### src/rtl/mc_controller_pkg.sv
// Shared definitions for the multi-cycle MIPS control unit: state encoding,
// instruction classes and the select constants that the datapath also uses.
package mc_controller_pkg;

    localparam logic [2:0] ST_FETCH    = 3'd0;
    localparam logic [2:0] ST_DECODE   = 3'd1;
    localparam logic [2:0] ST_EXEC     = 3'd2;
    localparam logic [2:0] ST_MEM      = 3'd3;
    localparam logic [2:0] ST_WB       = 3'd4;
    localparam logic [2:0] ST_MDU_WAIT = 3'd5;

    typedef enum logic [3:0] {
        CL_NOP, CL_ADD, CL_SUB, CL_ORI, CL_LW, CL_SW, CL_BEQ, CL_LUI,
        CL_J, CL_JAL, CL_JR, CL_MULT, CL_DIV, CL_MFHI, CL_MFLO
    } instr_class_t;

    localparam logic [2:0] ALUOP_ADD = 3'd0;
    localparam logic [2:0] ALUOP_SUB = 3'd1;
    localparam logic [2:0] ALUOP_OR  = 3'd2;
    localparam logic [2:0] ALUOP_LUI = 3'd3;
    localparam logic [2:0] ALUOP_NOP = 3'd7;

    localparam logic [1:0] NPC_NEXT   = 2'd0;
    localparam logic [1:0] NPC_BRANCH = 2'd1;
    localparam logic [1:0] NPC_J      = 2'd2;
    localparam logic [1:0] NPC_JR     = 2'd3;

    localparam logic [1:0] WA_RT = 2'd0;
    localparam logic [1:0] WA_RD = 2'd1;
    localparam logic [1:0] WA_RA = 2'd2;

    localparam logic [1:0] WD_ALU  = 2'd0;
    localparam logic [1:0] WD_MEM  = 2'd1;
    localparam logic [1:0] WD_PC   = 2'd2;
    localparam logic [1:0] WD_HILO = 2'd3;

    localparam logic [5:0] OP_RTYPE = 6'b000000;
    localparam logic [5:0] OP_ORI   = 6'b001101;
    localparam logic [5:0] OP_LW    = 6'b100011;
    localparam logic [5:0] OP_SW    = 6'b101011;
    localparam logic [5:0] OP_BEQ   = 6'b000100;
    localparam logic [5:0] OP_LUI   = 6'b001111;
    localparam logic [5:0] OP_J     = 6'b000010;
    localparam logic [5:0] OP_JAL   = 6'b000011;

    localparam logic [5:0] FN_ADD  = 6'b100000;
    localparam logic [5:0] FN_SUB  = 6'b100010;
    localparam logic [5:0] FN_JR   = 6'b001000;
    localparam logic [5:0] FN_MULT = 6'b011000;
    localparam logic [5:0] FN_DIV  = 6'b011010;
    localparam logic [5:0] FN_MFHI = 6'b010000;
    localparam logic [5:0] FN_MFLO = 6'b010010;

    typedef struct packed {
        logic [2:0] alu_op;
        logic       alu_src;
        logic       ext_mode;
        logic [1:0] wa_sel;
        logic [1:0] wd_sel;
        logic [1:0] npc_mode;
        logic       mdu_op;
        logic       hilo_sel;
    } ctrl_sel_t;

endpackage

### src/rtl/mc_controller_if.sv
// Control bus between the multi-cycle controller and the MIPS datapath.
interface mc_controller_if;
  logic [5:0] opCode;
  logic [5:0] funct;
  logic       zero;
  logic [2:0] aluOp;
  logic       aluSrcMux;
  logic       extMode;
  logic [1:0] regWAMux;
  logic [1:0] regWDMux;
  logic [1:0] npcMode;
  logic       pcWE;
  logic       irWE;
  logic       regWE;
  logic       memWE;
  logic       hiloWE;
  logic       mduStart;
  logic       mduOp;
  logic       hiloSel;
  logic       instrDone;

  modport master (
    output opCode, funct, zero,
    input  aluOp, aluSrcMux, extMode, regWAMux, regWDMux, npcMode,
           pcWE, irWE, regWE, memWE, hiloWE, mduStart, mduOp, hiloSel, instrDone
  );

  modport slave (
    input  opCode, funct, zero,
    output aluOp, aluSrcMux, extMode, regWAMux, regWDMux, npcMode,
           pcWE, irWE, regWE, memWE, hiloWE, mduStart, mduOp, hiloSel, instrDone
  );
endinterface

### src/rtl/mc_controller_decode.sv
// Combinational instruction decoder: opCode/funct -> instruction class and the
// datapath selects that class holds for its whole lifetime.
module mc_decode
  import mc_controller_pkg::*;
(
  input  logic [5:0]   opCode,
  input  logic [5:0]   funct,
  output instr_class_t cls,
  output ctrl_sel_t    sel
);

  // classify the encoding; anything unrecognised is a NOP
  always_comb begin
    cls = CL_NOP;
    case (opCode)
      OP_RTYPE: begin
        case (funct)
          FN_ADD:  cls = CL_ADD;
          FN_SUB:  cls = CL_SUB;
          FN_JR:   cls = CL_JR;
          FN_MULT: cls = CL_MULT;
          FN_DIV:  cls = CL_DIV;
          FN_MFHI: cls = CL_MFHI;
          FN_MFLO: cls = CL_MFLO;
          default: cls = CL_NOP;
        endcase
      end
      OP_ORI:  cls = CL_ORI;
      OP_LW:   cls = CL_LW;
      OP_SW:   cls = CL_SW;
      OP_BEQ:  cls = CL_BEQ;
      OP_LUI:  cls = CL_LUI;
      OP_J:    cls = CL_J;
      OP_JAL:  cls = CL_JAL;
      default: cls = CL_NOP;
    endcase
  end

  // per-class datapath selects (ORI zero-extends, memory and branch sign-extend)
  always_comb begin
    sel.alu_op   = ALUOP_NOP;
    sel.alu_src  = 1'b0;
    sel.ext_mode = 1'b0;
    sel.wa_sel   = WA_RT;
    sel.wd_sel   = WD_ALU;
    sel.npc_mode = NPC_NEXT;
    sel.mdu_op   = 1'b0;
    sel.hilo_sel = 1'b0;
    case (cls)
      CL_ADD: begin sel.alu_op = ALUOP_ADD; sel.wa_sel = WA_RD; end
      CL_SUB: begin sel.alu_op = ALUOP_SUB; sel.wa_sel = WA_RD; end
      CL_ORI: begin sel.alu_op = ALUOP_OR;  sel.alu_src = 1'b1; end
      CL_LW: begin
        sel.alu_op = ALUOP_ADD; sel.alu_src = 1'b1; sel.ext_mode = 1'b1; sel.wd_sel = WD_MEM;
      end
      CL_SW:   begin sel.alu_op = ALUOP_ADD; sel.alu_src = 1'b1; sel.ext_mode = 1'b1; end
      CL_BEQ:  begin sel.alu_op = ALUOP_SUB; sel.ext_mode = 1'b1; sel.npc_mode = NPC_BRANCH; end
      CL_LUI:  begin sel.alu_op = ALUOP_LUI; sel.alu_src = 1'b1; end
      CL_J:    sel.npc_mode = NPC_J;
      CL_JAL:  begin sel.npc_mode = NPC_J; sel.wa_sel = WA_RA; sel.wd_sel = WD_PC; end
      CL_JR:   sel.npc_mode = NPC_JR;
      CL_MULT: sel.mdu_op = 1'b0;
      CL_DIV:  sel.mdu_op = 1'b1;
      CL_MFHI: begin sel.wa_sel = WA_RD; sel.wd_sel = WD_HILO; sel.hilo_sel = 1'b0; end
      CL_MFLO: begin sel.wa_sel = WA_RD; sel.wd_sel = WD_HILO; sel.hilo_sel = 1'b1; end
      default: sel.alu_op = ALUOP_NOP;
    endcase
  end

endmodule

### src/rtl/mc_controller.sv
// Multi-cycle MIPS control FSM with a parametrised multiply/divide wait phase.
// Enables are gated by state so every architectural write happens exactly once.
module mc_controller
  import mc_controller_pkg::*;
#(
  parameter int MULT_CYCLES = 5,
  parameter int DIV_CYCLES  = 10,
  parameter int CNT_W       = 4
) (
  input logic            clk,
  input logic            reset,
  mc_controller_if.slave bus
);

  localparam logic [CNT_W-1:0] CNT_ZERO  = {CNT_W{1'b0}};
  localparam logic [CNT_W-1:0] CNT_ONE   = {{(CNT_W-1){1'b0}}, 1'b1};
  localparam logic [CNT_W-1:0] MULT_LOAD = CNT_W'(MULT_CYCLES - 1);
  localparam logic [CNT_W-1:0] DIV_LOAD  = CNT_W'(DIV_CYCLES - 1);

  logic [2:0]       state_r;
  logic [CNT_W-1:0] cnt_r;
  instr_class_t     cls_s;
  ctrl_sel_t        sel_s;

  mc_decode u_decode (
    .opCode (bus.opCode),
    .funct  (bus.funct),
    .cls    (cls_s),
    .sel    (sel_s)
  );

  // state sequencing and MDU wait counter
  always_ff @(posedge clk or posedge reset) begin
    if (reset) begin
      state_r <= ST_FETCH;
      cnt_r   <= CNT_ZERO;
    end else begin
      case (state_r)
        ST_FETCH: state_r <= ST_DECODE;
        ST_DECODE: begin
          case (cls_s)
            CL_J, CL_JAL, CL_JR, CL_NOP: state_r <= ST_FETCH;
            default:                     state_r <= ST_EXEC;
          endcase
        end
        ST_EXEC: begin
          case (cls_s)
            CL_LW, CL_SW: state_r <= ST_MEM;
            CL_ADD, CL_SUB, CL_ORI, CL_LUI, CL_MFHI, CL_MFLO: state_r <= ST_WB;
            CL_MULT: begin state_r <= ST_MDU_WAIT; cnt_r <= MULT_LOAD; end
            CL_DIV:  begin state_r <= ST_MDU_WAIT; cnt_r <= DIV_LOAD;  end
            default: state_r <= ST_FETCH;
          endcase
        end
        ST_MEM: begin
          if (cls_s == CL_LW) state_r <= ST_WB;
          else                state_r <= ST_FETCH;
        end
        ST_WB: state_r <= ST_FETCH;
        ST_MDU_WAIT: begin
          if (cnt_r == CNT_ZERO) state_r <= ST_FETCH;
          else                   cnt_r   <= cnt_r - CNT_ONE;
        end
        default: state_r <= ST_FETCH;
      endcase
    end
  end

  // Moore outputs; reset forces everything quiet so an aborted instruction cannot write
  always_comb begin
    bus.pcWE      = 1'b0;
    bus.irWE      = 1'b0;
    bus.regWE     = 1'b0;
    bus.memWE     = 1'b0;
    bus.hiloWE    = 1'b0;
    bus.mduStart  = 1'b0;
    bus.instrDone = 1'b0;
    bus.aluOp     = ALUOP_NOP;
    bus.aluSrcMux = 1'b0;
    bus.extMode   = 1'b0;
    bus.regWAMux  = WA_RT;
    bus.regWDMux  = WD_ALU;
    bus.npcMode   = NPC_NEXT;
    bus.mduOp     = 1'b0;
    bus.hiloSel   = 1'b0;
    if (reset) begin
      bus.aluOp = ALUOP_NOP;
    end else begin
      bus.aluOp     = sel_s.alu_op;
      bus.aluSrcMux = sel_s.alu_src;
      bus.extMode   = sel_s.ext_mode;
      bus.regWAMux  = sel_s.wa_sel;
      bus.regWDMux  = sel_s.wd_sel;
      bus.npcMode   = (state_r == ST_FETCH) ? NPC_NEXT : sel_s.npc_mode;
      bus.mduOp     = sel_s.mdu_op;
      bus.hiloSel   = sel_s.hilo_sel;
      case (state_r)
        ST_FETCH: begin bus.irWE = 1'b1; bus.pcWE = 1'b1; end
        ST_DECODE: begin
          case (cls_s)
            CL_J, CL_JR: begin bus.pcWE = 1'b1; bus.instrDone = 1'b1; end
            CL_JAL: begin bus.pcWE = 1'b1; bus.regWE = 1'b1; bus.instrDone = 1'b1; end
            CL_NOP:  bus.instrDone = 1'b1;
            default: bus.instrDone = 1'b0;
          endcase
        end
        ST_EXEC: begin
          case (cls_s)
            CL_BEQ:         begin bus.pcWE = bus.zero; bus.instrDone = 1'b1; end
            CL_MULT, CL_DIV: bus.mduStart = 1'b1;
            default:         bus.mduStart = 1'b0;
          endcase
        end
        ST_MEM: begin
          if (cls_s == CL_SW) begin
            bus.memWE     = 1'b1;
            bus.instrDone = 1'b1;
          end else begin
            bus.memWE = 1'b0;
          end
        end
        ST_WB: begin bus.regWE = 1'b1; bus.instrDone = 1'b1; end
        ST_MDU_WAIT: begin
          if (cnt_r == CNT_ZERO) begin
            bus.hiloWE    = 1'b1;
            bus.instrDone = 1'b1;
          end else begin
            bus.hiloWE = 1'b0;
          end
        end
        default: bus.instrDone = 1'b0;
      endcase
    end
  end

endmodule

### src/flat_wrapper.sv
// flat-port wrapper written by rule: the top's interface ports become plain ports
module mc_controller_flat import mc_controller_pkg::*;
#(
  parameter int MULT_CYCLES = 5,
  parameter int DIV_CYCLES  = 10,
  parameter int CNT_W       = 4
)
  (clk, reset, bus_opCode, bus_funct, bus_zero, bus_aluOp, bus_aluSrcMux, bus_extMode, bus_regWAMux, bus_regWDMux, bus_npcMode, bus_pcWE, bus_irWE, bus_regWE, bus_memWE, bus_hiloWE, bus_mduStart, bus_mduOp, bus_hiloSel, bus_instrDone);
  mc_controller_if bus_i ();
  input logic clk;
  input logic reset;
  input wire logic [$bits(bus_i.opCode)-1:0] bus_opCode;
  input wire logic [$bits(bus_i.funct)-1:0] bus_funct;
  input wire logic [$bits(bus_i.zero)-1:0] bus_zero;
  output wire logic [$bits(bus_i.aluOp)-1:0] bus_aluOp;
  output wire logic [$bits(bus_i.aluSrcMux)-1:0] bus_aluSrcMux;
  output wire logic [$bits(bus_i.extMode)-1:0] bus_extMode;
  output wire logic [$bits(bus_i.regWAMux)-1:0] bus_regWAMux;
  output wire logic [$bits(bus_i.regWDMux)-1:0] bus_regWDMux;
  output wire logic [$bits(bus_i.npcMode)-1:0] bus_npcMode;
  output wire logic [$bits(bus_i.pcWE)-1:0] bus_pcWE;
  output wire logic [$bits(bus_i.irWE)-1:0] bus_irWE;
  output wire logic [$bits(bus_i.regWE)-1:0] bus_regWE;
  output wire logic [$bits(bus_i.memWE)-1:0] bus_memWE;
  output wire logic [$bits(bus_i.hiloWE)-1:0] bus_hiloWE;
  output wire logic [$bits(bus_i.mduStart)-1:0] bus_mduStart;
  output wire logic [$bits(bus_i.mduOp)-1:0] bus_mduOp;
  output wire logic [$bits(bus_i.hiloSel)-1:0] bus_hiloSel;
  output wire logic [$bits(bus_i.instrDone)-1:0] bus_instrDone;
  assign bus_i.opCode = bus_opCode;
  assign bus_i.funct = bus_funct;
  assign bus_i.zero = bus_zero;
  assign bus_aluOp = bus_i.aluOp;
  assign bus_aluSrcMux = bus_i.aluSrcMux;
  assign bus_extMode = bus_i.extMode;
  assign bus_regWAMux = bus_i.regWAMux;
  assign bus_regWDMux = bus_i.regWDMux;
  assign bus_npcMode = bus_i.npcMode;
  assign bus_pcWE = bus_i.pcWE;
  assign bus_irWE = bus_i.irWE;
  assign bus_regWE = bus_i.regWE;
  assign bus_memWE = bus_i.memWE;
  assign bus_hiloWE = bus_i.hiloWE;
  assign bus_mduStart = bus_i.mduStart;
  assign bus_mduOp = bus_i.mduOp;
  assign bus_hiloSel = bus_i.hiloSel;
  assign bus_instrDone = bus_i.instrDone;
  mc_controller #(.MULT_CYCLES(MULT_CYCLES), .DIV_CYCLES(DIV_CYCLES), .CNT_W(CNT_W)) u_core (.clk(clk), .reset(reset), .bus(bus_i));
endmodule
### config.mk
export PLATFORM = sky130hd
export DESIGN_NAME = mc_controller_flat
export DESIGN_NICKNAME = d
export VERILOG_FILES = /design/src/rtl/mc_controller_pkg.sv /design/src/rtl/mc_controller_if.sv /design/src/rtl/mc_controller_decode.sv /design/src/rtl/mc_controller.sv /design/src/flat_wrapper.sv
export SDC_FILE = /design/constraint.sdc
export NUM_CORES = 1
export LEC_CHECK = 0
export CORE_ASPECT_RATIO = 1.4
export CORE_MARGIN = 2
export CORE_UTILIZATION = 40
export CTS_CLUSTER_SIZE = 20
export DETAILED_ROUTE_END_ITERATION = 7
export PLACE_DENSITY = 0.7
export REMOVE_ABC_BUFFERS = 1
export SETUP_SLACK_MARGIN = 0.1
export SLEW_MARGIN = 30
export SYNTH_ARGS = -nofsm -noshare
export SYNTH_HDL_FRONTEND = slang
export SYNTH_HIERARCHICAL = 1
export SYNTH_SLANG_ARGS = --single-unit
export TNS_END_PERCENT = 20
### constraint.sdc
create_clock -name clk -period 6.85 [get_ports clk]
set_clock_uncertainty 0.1 [all_clocks]
set_input_delay 2.055 -clock clk [delete_from_list [all_inputs] [get_ports clk]]
set_output_delay 2.055 -clock clk [all_outputs]
set_load 0.005 [all_outputs]
==> flow_metrics.tcl <==
set metrics [dict create \
    fill_cells 231 \
    synth-simple-area-share_pct 44.9 \
    slowest_delay_ps 510 \
    leakage_nw 0.789 \
    timing.fmax_mhz 151 \
    fp.dieW_um 49.2 \
    ys.flop_type "dfrtp_1" \
    worst_ep_arrival_time_ps 4470 \
    path_class "input pin to output pin" \
    routed_wl_mm 3.60 \
    numClockSinks 7 \
    io_pins 35 \
    netlist.area_leader.share_pct 15.3 \
    drc_errors 0 \
    syn_avg_cell_area_um2 7.57 \
    grt_max_degree 12 \
    clk_latency_ps 250 \
    startpoint_type "input pin" \
    hold_path_class "flip-flop to flip-flop" \
    timing.hold.ws_ps 453 \
    antenna_found_initial 0 \
    firstDrtPassIters 4 \
    grt.overflow.total 0 \
    vias 1408 \
    dieArea_mm2 0.00331 \
    viasPerCell 5.48 \
    crit_top_cell "dlygate4sd2_1" \
    finalWorstSetupSlack_ps 224 \
    status "completed" \
    critical_path_buf_inv_count 3 \
    clk_pin_slew_worst_paths_ps 60 \
    period_share_pct 96.7 \
    synth_warnings 6 \
    syn_inst 151 \
    fp-row-count 22 \
    yosys.area.top_type "dfrtp_1" \
    crit_fanout 4 \
    final_cell_mix "buf_4 (41), clkdlybuf4s50_1 (22), nor2_1 (13)" \
    synthTopCellsByArea "dfrtp_1 (15%), nor2b_1 (6.6%), nor2_1 (4.3%)" \
    ys_types 64 \
    worstMarginPinSlew_ps 377 \
    core_area_mm2 0.00267 \
    ir_drop_uv 136 \
    hold_viol 0 \
    wl_per_cell_um 14.0 \
    nNetsFinal 239 \
    max_cap_viol_count 0 \
    clk_path_buf_depth 2 \
    cp_data_required_time_ps 4700 \
    powerDensity_mw_per_mm2 130 \
    place_ws_ps -324 \
    synthXorXnorAreaFrac_pct 2.30 \
    grt_pass1_vias 1405 \
    synthMuxAreaShare_pct 0 \
    diodes 0 \
    fin_crit_ps 6630 \
    die_h_um 67.2 \
    area_delta_synth_final_pct 60.7 \
    rsz0062_at_grt "yes" \
    synth_edf_count 0 \
    drv_slew 0 \
    synthAdderAreaFrac_pct 2.19 \
    h-tree-depth 1 \
    power_w 0.000238 \
    timing.critical_path.cells "dlygate4sd2_1 -> nor4_4 -> nand2_2 -> or4b_4 -> nand2_4 -> buf_4 -> or3b_1 -> a211o_4 -> nor2_1 -> dlygate4sd2_1" \
    synth_top_family_by_area "simple AND/OR/NAND/NOR gates" \
    setup_viol 0 \
    drt_iter0_markers 34 \
    cts_buffers 3 \
    drtAntennaViolNets 0 \
    cts-root-buf "clkbuf_4" \
    dp_hpwl_mm 2.71 \
    start_util_pct 42.8 \
    final_util_pct 68.7 \
    timing.slew.headroom_pct 74.5 \
    syn_area_mm2 0.00114 \
    grt_pass1_wl_mm 6.10 \
    async_flop_share_pct 100 \
    slowest_stage "or4b_4" \
    track_usage_pct 22.6 \
    cp_top_family "simple AND/OR/NAND/NOR gates" \
    synth-compound-area-share_pct 26.9 \
    fin_tns_setup_ps 0 \
    layout.cells.most_common "buf_4" \
    routabilityCongestion 0.906 \
    ys_ff_latch 7 \
    numPortBuffers 34 \
    yosysSeqAreaShare_pct 15.3 \
    setup.worst_path.end_class "output pin" \
    drive_above_1_share_pct 31.7 \
    cts_tree "done" \
]
per-stage QoR:
step / cells / area [µm²]
global route: 257 / 1840
finish: 257 / 1840
detailed placement: 242 / 1690
global placement: 242 / 1690
floorplan: 142 / 1080
CTS: 251 / 1770
worst register-to-register path: cells and delay by family, from the launching register on:
kind            cells  cell delay, ps
flops               1             500
simple gates        2             630
compound gates      2             580
buf+inv             1             150
cells by family (layout without fill, tap and decap cells):
kind of cell | Yosys count | in the layout
simple gates | 81 | 81
compound gates | 40 | 40
buf+inv | 18 | 88
flops | 7 | 7
xor+xnor | 3 | 3
fa+ha+maj | 2 | 2
synthesized netlist by cell type (2+ instances only):
cell      number
a211oi_1       2
a21oi_1        9
a31oi_1        5
and2_1         2
and3b_2        2
buf_6          3
clkbuf_1       4
dfrtp_1        7
ha_1           2
inv_1          8
nand2_1        9
nand2b_1       3
nand3_1        4
nand3b_1       2
nor2_1        13
nor2b_1       12
nor3_1         6
nor3b_1        2
nor4_1         2
nor4_2         2
o21ai_1        3
o22a_1         2
o32ai_1        2
or2_2          3
or2b_1         2
xnor2_1        2
flip-flops by register name, summed over array words and instances (netlist names):
register	flops
u_core/cnt_r	4
u_core/state_r	3
power breakdown:
part           total [W]  switching (W)  internal (W)
Combinational   0.000125      0.0000625     0.0000627
Clock          0.0000382      0.0000159     0.0000223
Sequential     0.0000745      0.0000194     0.0000550
Total           0.000238      0.0000979      0.000140
final cells by class:
| cell class | count | area, µm² | share of cell area, % |
|---|---|---|---|
| Multi-Input combinational cell | 126 | 922 | 50.2 |
| Timing Repair Buffer | 75 | 633 | 34.5 |
| Sequential cell | 7 | 175 | 9.54 |
| Tap cell | 36 | 45.0 | 2.45 |
| Inverter | 9 | 33.8 | 1.84 |
| Clock buffer | 4 | 26.3 | 1.43 |
worst paths after layout:
check | from | to | slack (ps) | cells after the start
worst min register to register | u_core/cnt_r[2] | u_core/cnt_r[2] | 450 | 1
max in group asynchronous | reset | u_core/state_r[0] | 4030 | 3
min in group asynchronous | reset | u_core/cnt_r[2] | 2400 | 3
worst min-delay path | u_core/cnt_r[2] | u_core/cnt_r[2] | 450 | 1
worst max-delay path | bus_opCode[5] | bus_mduStart | 220 | 10
worst max register to register | u_core/state_r[1] | u_core/cnt_r[0] | 4780 | 5
routing by layer:
metal  part of all wire, %  vias to the layer above  wire [µm]  track usage (%)
met5                     0                        -          0                0
met4                  0.72                        0         26             7.14
met3                   3.0                        4        108             2.21
met2                    55                       36       1990             45.6
met1                    41                      667       1470             24.2
li1                      -                      701          -                -
timing repair:
item,CTS,global route
setup buffers,5,6
hold buffers,0,0
endpoints found under the setup margin,10,12
resized for setup,19,6
pin swaps,5,5
No activity file was read; power rests on OpenSTA's default activity.
